File: src/rtl/game_pkg.sv
// Shared game definitions: coordinate width, collision FSM states and side-flag bit indices.
package game_pkg;

  localparam int unsigned COORD_W = 12;

  typedef enum logic [1:0] {
    CLEAR,
    CONTACT,
    OVER
  } state_e;

  localparam int unsigned SIDE_L = 0;
  localparam int unsigned SIDE_R = 1;
  localparam int unsigned SIDE_T = 2;
  localparam int unsigned SIDE_B = 3;

endpackage

File: src/rtl/rect_edge_cmp.sv
// Combinational square-vs-rectangle edge compare; one flag per side the object meets or crosses.
module rect_edge_cmp
  import game_pkg::*;
#(
  parameter int unsigned CoordW = COORD_W
) (
  input  logic [CoordW-1:0] bdr_l_i,
  input  logic [CoordW-1:0] bdr_r_i,
  input  logic [CoordW-1:0] bdr_t_i,
  input  logic [CoordW-1:0] bdr_b_i,
  input  logic [CoordW-1:0] obj_l_i,
  input  logic [CoordW-1:0] obj_r_i,
  input  logic [CoordW-1:0] obj_t_i,
  input  logic [CoordW-1:0] obj_b_i,
  output logic [3:0]        sides_o
);

  // Compares are literal; inverted object geometry is not filtered out.
  always_comb begin
    sides_o         = '0;
    sides_o[SIDE_L] = obj_l_i <= bdr_l_i;
    sides_o[SIDE_R] = obj_r_i >= bdr_r_i;
    sides_o[SIDE_T] = obj_t_i <= bdr_t_i;
    sides_o[SIDE_B] = obj_b_i >= bdr_b_i;
  end

endmodule

File: src/rtl/border_collide.sv
// Border contact tracker: registers edges on each animation strobe, then reports hit episodes,
// side flags, a saturating episode count and a sticky game-over.
module border_collide #(
  parameter int unsigned COORD_W  = game_pkg::COORD_W,
  parameter int unsigned COUNT_W  = 8,
  parameter int unsigned MAX_HITS = 3
) (
  input  logic               i_clk,
  input  logic               i_rst,
  input  logic               i_ani_stb,
  input  logic               i_animate,
  input  logic [COORD_W-1:0] i_bdr_l,
  input  logic [COORD_W-1:0] i_bdr_r,
  input  logic [COORD_W-1:0] i_bdr_t,
  input  logic [COORD_W-1:0] i_bdr_b,
  input  logic [COORD_W-1:0] i_obj_l,
  input  logic [COORD_W-1:0] i_obj_r,
  input  logic [COORD_W-1:0] i_obj_t,
  input  logic [COORD_W-1:0] i_obj_b,
  output logic               o_hit,
  output logic [3:0]         o_hit_side,
  output logic [COUNT_W-1:0] o_hit_count,
  output logic               o_game_over
);

  import game_pkg::*;

  logic               s1_valid_q;
  logic [COORD_W-1:0] bdr_l_q, bdr_r_q, bdr_t_q, bdr_b_q;
  logic [COORD_W-1:0] obj_l_q, obj_r_q, obj_t_q, obj_b_q;
  logic [3:0]         sides;
  logic               any_side;

  state_e             state_q, state_d;
  logic               hit_q, hit_d;
  logic [3:0]         side_q, side_d;
  logic [COUNT_W-1:0] count_q, count_d, count_inc;
  logic               over_q, over_d;
  logic               reach_max;

  rect_edge_cmp #(
    .CoordW (COORD_W)
  ) u_cmp (
    .bdr_l_i (bdr_l_q),
    .bdr_r_i (bdr_r_q),
    .bdr_t_i (bdr_t_q),
    .bdr_b_i (bdr_b_q),
    .obj_l_i (obj_l_q),
    .obj_r_i (obj_r_q),
    .obj_t_i (obj_t_q),
    .obj_b_i (obj_b_q),
    .sides_o (sides)
  );

  assign any_side  = |sides;
  assign count_inc = (count_q == '1) ? count_q : count_q + COUNT_W'(1);
  assign reach_max = (MAX_HITS != 0) && (32'(count_inc) == MAX_HITS);

  always_comb begin
    state_d = state_q;
    hit_d   = 1'b0;
    side_d  = side_q;
    count_d = count_q;
    over_d  = over_q;
    if (s1_valid_q) begin
      case (state_q)
        CLEAR: begin
          if (any_side) begin
            hit_d   = 1'b1;
            count_d = count_inc;
            side_d  = sides;
            if (reach_max) begin
              state_d = OVER;
              over_d  = 1'b1;
            end else begin
              state_d = CONTACT;
            end
          end
        end
        CONTACT: begin
          if (any_side) begin
            side_d = sides;
          end else begin
            side_d  = '0;
            state_d = CLEAR;
          end
        end
        default: ;  // OVER ignores samples until reset
      endcase
    end
  end

  always_ff @(posedge i_clk) begin
    if (i_rst) begin
      s1_valid_q <= 1'b0;
      state_q    <= CLEAR;
      hit_q      <= 1'b0;
      side_q     <= '0;
      count_q    <= '0;
      over_q     <= 1'b0;
    end else begin
      s1_valid_q <= i_ani_stb && i_animate;
      state_q    <= state_d;
      hit_q      <= hit_d;
      side_q     <= side_d;
      count_q    <= count_d;
      over_q     <= over_d;
    end
  end

  // Edge capture needs no reset: s1_valid_q gates every use of these values.
  always_ff @(posedge i_clk) begin
    if (i_ani_stb && i_animate) begin
      bdr_l_q <= i_bdr_l;
      bdr_r_q <= i_bdr_r;
      bdr_t_q <= i_bdr_t;
      bdr_b_q <= i_bdr_b;
      obj_l_q <= i_obj_l;
      obj_r_q <= i_obj_r;
      obj_t_q <= i_obj_t;
      obj_b_q <= i_obj_b;
    end
  end

  assign o_hit       = hit_q;
  assign o_hit_side  = side_q;
  assign o_hit_count = count_q;
  assign o_game_over = over_q;

endmodule

File: config.mk
export PLATFORM = sky130hd
export DESIGN_NAME = border_collide
export DESIGN_NICKNAME = d
export VERILOG_FILES = /design/src/rtl/game_pkg.sv /design/src/rtl/rect_edge_cmp.sv /design/src/rtl/border_collide.sv
export SDC_FILE = /design/constraint.sdc
export NUM_CORES = 1
export LEC_CHECK = 0
export ABC_AREA = 1
export ABC_CLOCK_PERIOD_IN_PS = 4200
export CORE_ASPECT_RATIO = 1.25
export CORE_MARGIN = 1
export CORE_UTILIZATION = 51
export DETAILED_ROUTE_END_ITERATION = 7
export PLACE_DENSITY = 0.81
export SETUP_SLACK_MARGIN = 0.5
export SYNTH_ARGS = -nofsm -noshare
export SYNTH_HDL_FRONTEND = slang
export SYNTH_SLANG_ARGS = --single-unit
File: constraint.sdc
create_clock -name i_clk -period 4.2 [get_ports i_clk]
set_input_delay 0.84 -clock i_clk [delete_from_list [all_inputs] [get_ports i_clk]]
set_output_delay 0.84 -clock i_clk [all_outputs]
set_load 0.02 [all_outputs]
==> impl_metrics.yaml <==
status:
  outcome: "complete, no violations"
critical_path:
  crit_buf_inv: 1
  endpoint_kind: "output port"
  critical_path.startpoint_type: "register"
  slowest_delay_ns: 0.65
  worst-endpoint-required_ns: 3.36
  crit_fanout: 7
  path_class: "reg2out"
  crit_family: "buffers and inverters"
  slowest_stage: "clkdlybuf4s50_1"
  arrival_ns: 1.50
  path_cells: "clkdlybuf4s50_1"
clock_network:
  cts_buffers: 17
  clockRootBuffer: "clkbuf_16"
  postCtsSetupBuffers: 0
  clock_latency_ns: 0.39
  ctsResizeCount: 0
  htreeDepth: 4
  cts_tree: "built"
  path_clk_slew_ns: 0.05
  clock_path_buffers: 2
  cts_num_sinks: 113
  ctsHoldBuffers: 0
global_route:
  track_usage: 0.194
  grt_max_degree: 40
  grt-ovfl-total: 0
  grt_pass1_vias: 3657
  antenna_found_initial: 0
  grt_pass1_wl_um: 15500
drt:
  routedWlPerCell_um: 12.7
  vias: 3542
  drc: 0
  first_pass_iters: 4
  vias_per_cell: 4.81
  ant_nets: 0
  routed_wl_um: 9380
  first_iter_violations: 128
placement:
  routabilityCongestion: 0.774
  portBuffers: 113
  hpwlAfterDp_um: 6950
  placedCellCount: 706
  post_dp_cell_area_um2: 6460
  dp_slack_ns: 1.58
yosys:
  synth_nets: 616
  syn_area_per_cell_um2: 11.1
  synth_area_um2: 5170
  synth_top_flop_cell: "edfxtp_1"
  synth_seq_cells: 113
  synth_top_cell_by_area: "edfxtp_1"
  synthTopCellsByCount: "nand2_1, edfxtp_1, inv_1, ha_1, nor2_1"
  postSynthCellCount: 467
  yosysMostFrequentCell: "nand2_1"
  async_reset_ff_frac: 0
  synth_warnings: 0
  yosysSeqAreaShare: 0.624
  synth_cell_types: 27
  synth_edf_count: 96
  synth_top_area_frac: 0.558
  synth.area.top_cells: "edfxtp_1, ha_1, nand2_1, dfxtp_1, inv_1"
finish:
  drive_above_1_share: 0.0884
  syn_to_final_growth_pct: 35.6
  nets: 748
  final_cell_area_um2: 7010
  fin_cells: 737
  post-route-util: 0.722
  antenna_cells: 0
floorplan:
  rows: 40
  ios: 114
  core_um2: 9710
  dieArea_um2: 10500
  floorplan.initialDensity: 0.532
  die_w_um: 92.0
  die-height_um: 115
pwr:
  leakage_nw: 3.08
  ir_drop_mv: 0.305
  finalPower_mw: 2.95
  power_per_cell_area_nw_per_um2: 421
sta:
  rsz0062_at_grt: "false"
  max_slew.worst_pin.slew_ns: 0.472
  slew_viol_final: 0
  fin_hold_ws_ns: 0.487
  setup_ws_ns: 1.86
  hold_violations: 0
  post-route-period-util: 0.557
  finalCriticalPeriod_ns: 2.34
  setup-violations-final: 0
  fin_setup_tns_ns: 0
  finClkSkew_ns: 0.00872
  slew-limit-headroom: 0.685
  fmax_mhz: 428
run:
  maxCapViolCount: 0
min_path:
  hold_class: "reg2reg"
## power by group
part	leakage (nW)	switching [mW]	internal (mW)
combinational	1.78	0.157	0.165
sequential	1.04	0.0229	1.30
clock	0.260	0.456	0.855
## state kept, by name, indices dropped and copies added (netlist names)
signal	flops
o_hit_count	8
bdr_r_q	12
bdr_t_q	12
bdr_b_q	12
o_hit_side	4
obj_l_q	12
s1_valid_q	1
state_q	2
obj_r_q	12
bdr_l_q	12
o_game_over	1
obj_b_q	12
o_hit	1
obj_t_q	12
## routing by layer
layer	vias up	wire (µm)	GRT usage
met3	14	365	0.0452
met2	95	5140	0.360
met5	-	0	0
met4	0	218	0.0948
li1	1798	-	-
met1	1635	3660	0.204
## worst reg2reg max path, delay by kind of cell (launching register included)
family                   cells  cell delay (ns)
flip-flops                   1             0.36
buffers and inverters        1             0.07
AND/OR/NAND/NOR             12             1.15
adder cells (fa/ha/maj)      1             0.31
## layout make-up
cell class / instances / area [µm²]
tap: 126 / 158
inverter: 92 / 347
fill: 676 / 2700
multi-input combinational: 260 / 1580
timing repair buffer: 115 / 1150
clock buffer: 18 / 429
sequential: 113 / 3220
clock inverter: 13 / 121
## cell families (layout without fill, tap and decap cells)
group	Yosys count	in the layout	share of synthesized area
buffers and inverters	94	238	0.0697
flip-flops	113	113	0.624
AO/OA/AOI/OAI	29	29	0.0298
adder cells (fa/ha/maj)	49	49	0.119
AND/OR/NAND/NOR	182	182	0.158
## worst paths after layout
check / start / to / slack [ns] / depth (start not counted)
min reg2reg: o_game_over / o_game_over / 0.49 / 2
max: o_hit_count[4] / o_hit_count[4] / 1.86 / 1
max reg2reg: obj_t_q[11] / state_q[0] / 2.21 / 14
min: o_game_over / o_game_over / 0.49 / 2
## cells in the final DEF, fill, tap and decap left out
master	Yosys	routed
dfxtp_1	17	17
nand3_4	1	1
clkbuf_1	1	1
inv_2	6	6
nand2_4	2	2
ha_1	49	49
o21ai_0	1	1
nand2_1	111	111
clkdlybuf4s50_1	0	113
clkinv_2	0	5
or2_2	3	3
o21ai_1	4	4
nand3b_1	2	2
edfxtp_1	96	96
nand3_2	1	1
nor2_4	3	3
clkinvlp_4	0	4
nor2_1	28	28
nor3_1	2	2
buf_4	0	2
inv_1	86	85
nand4_1	5	5
nand3b_2	1	1
bufinv_16	0	2
a41oi_1	1	1
clkinv_1	0	3
clkbuf_16	0	17
nand2_2	4	4
nor2_2	3	3
a21oi_1	21	21
a21o_1	2	2
and2_1	1	1
nand3_1	15	15
Note: power is estimated with default switching activity, not from simulation.
==> patch, RTL diff (same flow settings) <==
Re-encode `state_e` (3 states) as one-hot, 3 bits wide.
--- a/src/rtl/game_pkg.sv
+++ b/src/rtl/game_pkg.sv
@@ -3,10 +3,10 @@
 
   localparam int unsigned COORD_W = 12;
 
-  typedef enum logic [1:0] {
-    CLEAR,
-    CONTACT,
-    OVER
+  typedef enum logic [2:0] {
+    CLEAR   = 3'b001,
+    CONTACT = 3'b010,
+    OVER    = 3'b100
   } state_e;
 
   localparam int unsigned SIDE_L = 0;
Function: same outputs for any inputs over 10 cycles, from zero or initial values and one cycle with i_rst high; not proved beyond that.
==> patch against the original RTL <==
Cell count rose by 2.8%. Setup slack worse by 0.056 ns. Count of clock-buffer cells in the layout stayed put. Area after synthesis rose by 1.3%. Critical path depth up 3. Utilization is 1.2 points lower. First-iteration DRC count shrank 31%. Routed wire length rose by 0.79%. Final area rose by 1.8%. Largest cell class unchanged. Power rose by 3.9%. Sequential cell count up 1.
==> patch: results (changes against the original RTL) <==
Mapped Avg Cell Area 10.8 µm² (-2.0%); largest net degree at the start of global routing 51 (+28%); synth cell count leaders 120 x nand2_1, 99 x inv_1, 96 x edfxtp_1; VDD IR max 0.291 mV (-4.6%); gr usage total 19.0% (-0.35 points); drt via density 4.75 (-1.2%); Placed Cells 726 (+2.8%); met3 wire len 412 µm (+13%); Final HPWL DP 6860 µm (-1.3%); critical path startpoint i_animate; Worst Setup EP obj_r_q[9]; nets@finish 765 (+2.3%); global-route wire length before repair 15200 µm (-2.4%); worst-path fanout max 50 (+43); later-pin clock latency in the skew report 0.41 ns (+0.02 ns); M1 WL 3580 µm (-2.1%); gp weighted congestion 0.810 (+4.6%); Syn Nets 632 (+2.6%); sw power 0.000669 W (+5.2%); R2R setup slack 2.17 ns (-0.04 ns); Seq/Total Area, Yosys 62.0% (-0.42 points); status finished clean; Finished Layout Cells 758 (+2.8%); DR WL met2 5180 µm (+0.76%); arrival time at the worst endpoint 2.52 ns (+1.02 ns); number of global-route vias before repair 3629 (-0.77%); share of layout cells above drive strength 1 8.11% (-0.73 points); R2R Path End o_hit_count[3]; slowest stage cell, crit path clkinv_2; Slew headroom 47.1% (-21 points); Lkg Pwr 3.18 nW (+3.3%); synth top area cells edfxtp_1 55%, ha_1 12%, nand2_1 8.6%; HP Start state_q[2]
[patch: cells by family after synthesis]
kind of cell | Yosys count | share of synthesized area [%]
DFF | 114 | 62.0
xor gates and xnor gates | 1 | 0.167
and+or+nand+nor | 186 | 15.8
adders and majority gates | 49 | 11.7
AOI/OAI and AO/OA | 28 | 2.84
buffers and inverters | 105 | 7.55
[patch: worst min path at each step]
stage	end	slack [ns]	depth (start not counted)
after floorplan	state_q[2]	0.46	2
after global placement	o_game_over	0.44	2
after detailed placement	o_game_over	0.45	2
after CTS	state_q[2]	0.49	2
after global routing	o_game_over	0.52	2
final	state_q[2]	0.49	2
[patch: tightest hold or removal path: cells and delay by family, from the launching register on]
kind	cells	cell delay (ns)
DFF	1	0.30
buffers and inverters	1	0.08
AOI/OAI and AO/OA	1	0.06
[patch: power groups by stage]
stage	Combinational (W)	Clock, W	Sequential, W
final	0.000323	0.00141	0.00133
after global routing	0.000368	0.00149	0.00133
after CTS	0.000328	0.00143	0.00133
after detailed placement	0.000322	0	0.00135
after global placement	0.000307	0	0.00135
after floorplan	0.000166	0	0.00135
[patch: layer usage]
layer  track usage, %  up-vias
met5                0        -
li1                 -     1847
met2             35.8      103
met3             5.16       20
met4             11.7        0
met1             18.3     1631
[patch: layout make-up]
cell class / instances / area, µm²
sequential: 114 / 3240
multi-input combinational: 264 / 1600
timing repair buffer: 115 / 1150
clock inverter: 14 / 165
tap: 129 / 161
inverter: 104 / 393
fill: 709 / 2920
clock buffer: 18 / 429
[patch: stage by stage]
stage | setup WS, ns | hold WS [ns] | total power, W | area, µm²
4_1_cts | 1.77 | 0.490 | 0.00309 | 7130
3_3_place_gp | 1.42 | 0.442 | 0.00165 | 6540
3_5_place_dp | 1.35 | 0.455 | 0.00167 | 6540
6_report | 1.81 | 0.491 | 0.00307 | 7130
2_1_floorplan | 0.992 | 0.460 | 0.00152 | 5240
5_1_grt | 1.64 | 0.519 | 0.00319 | 7130
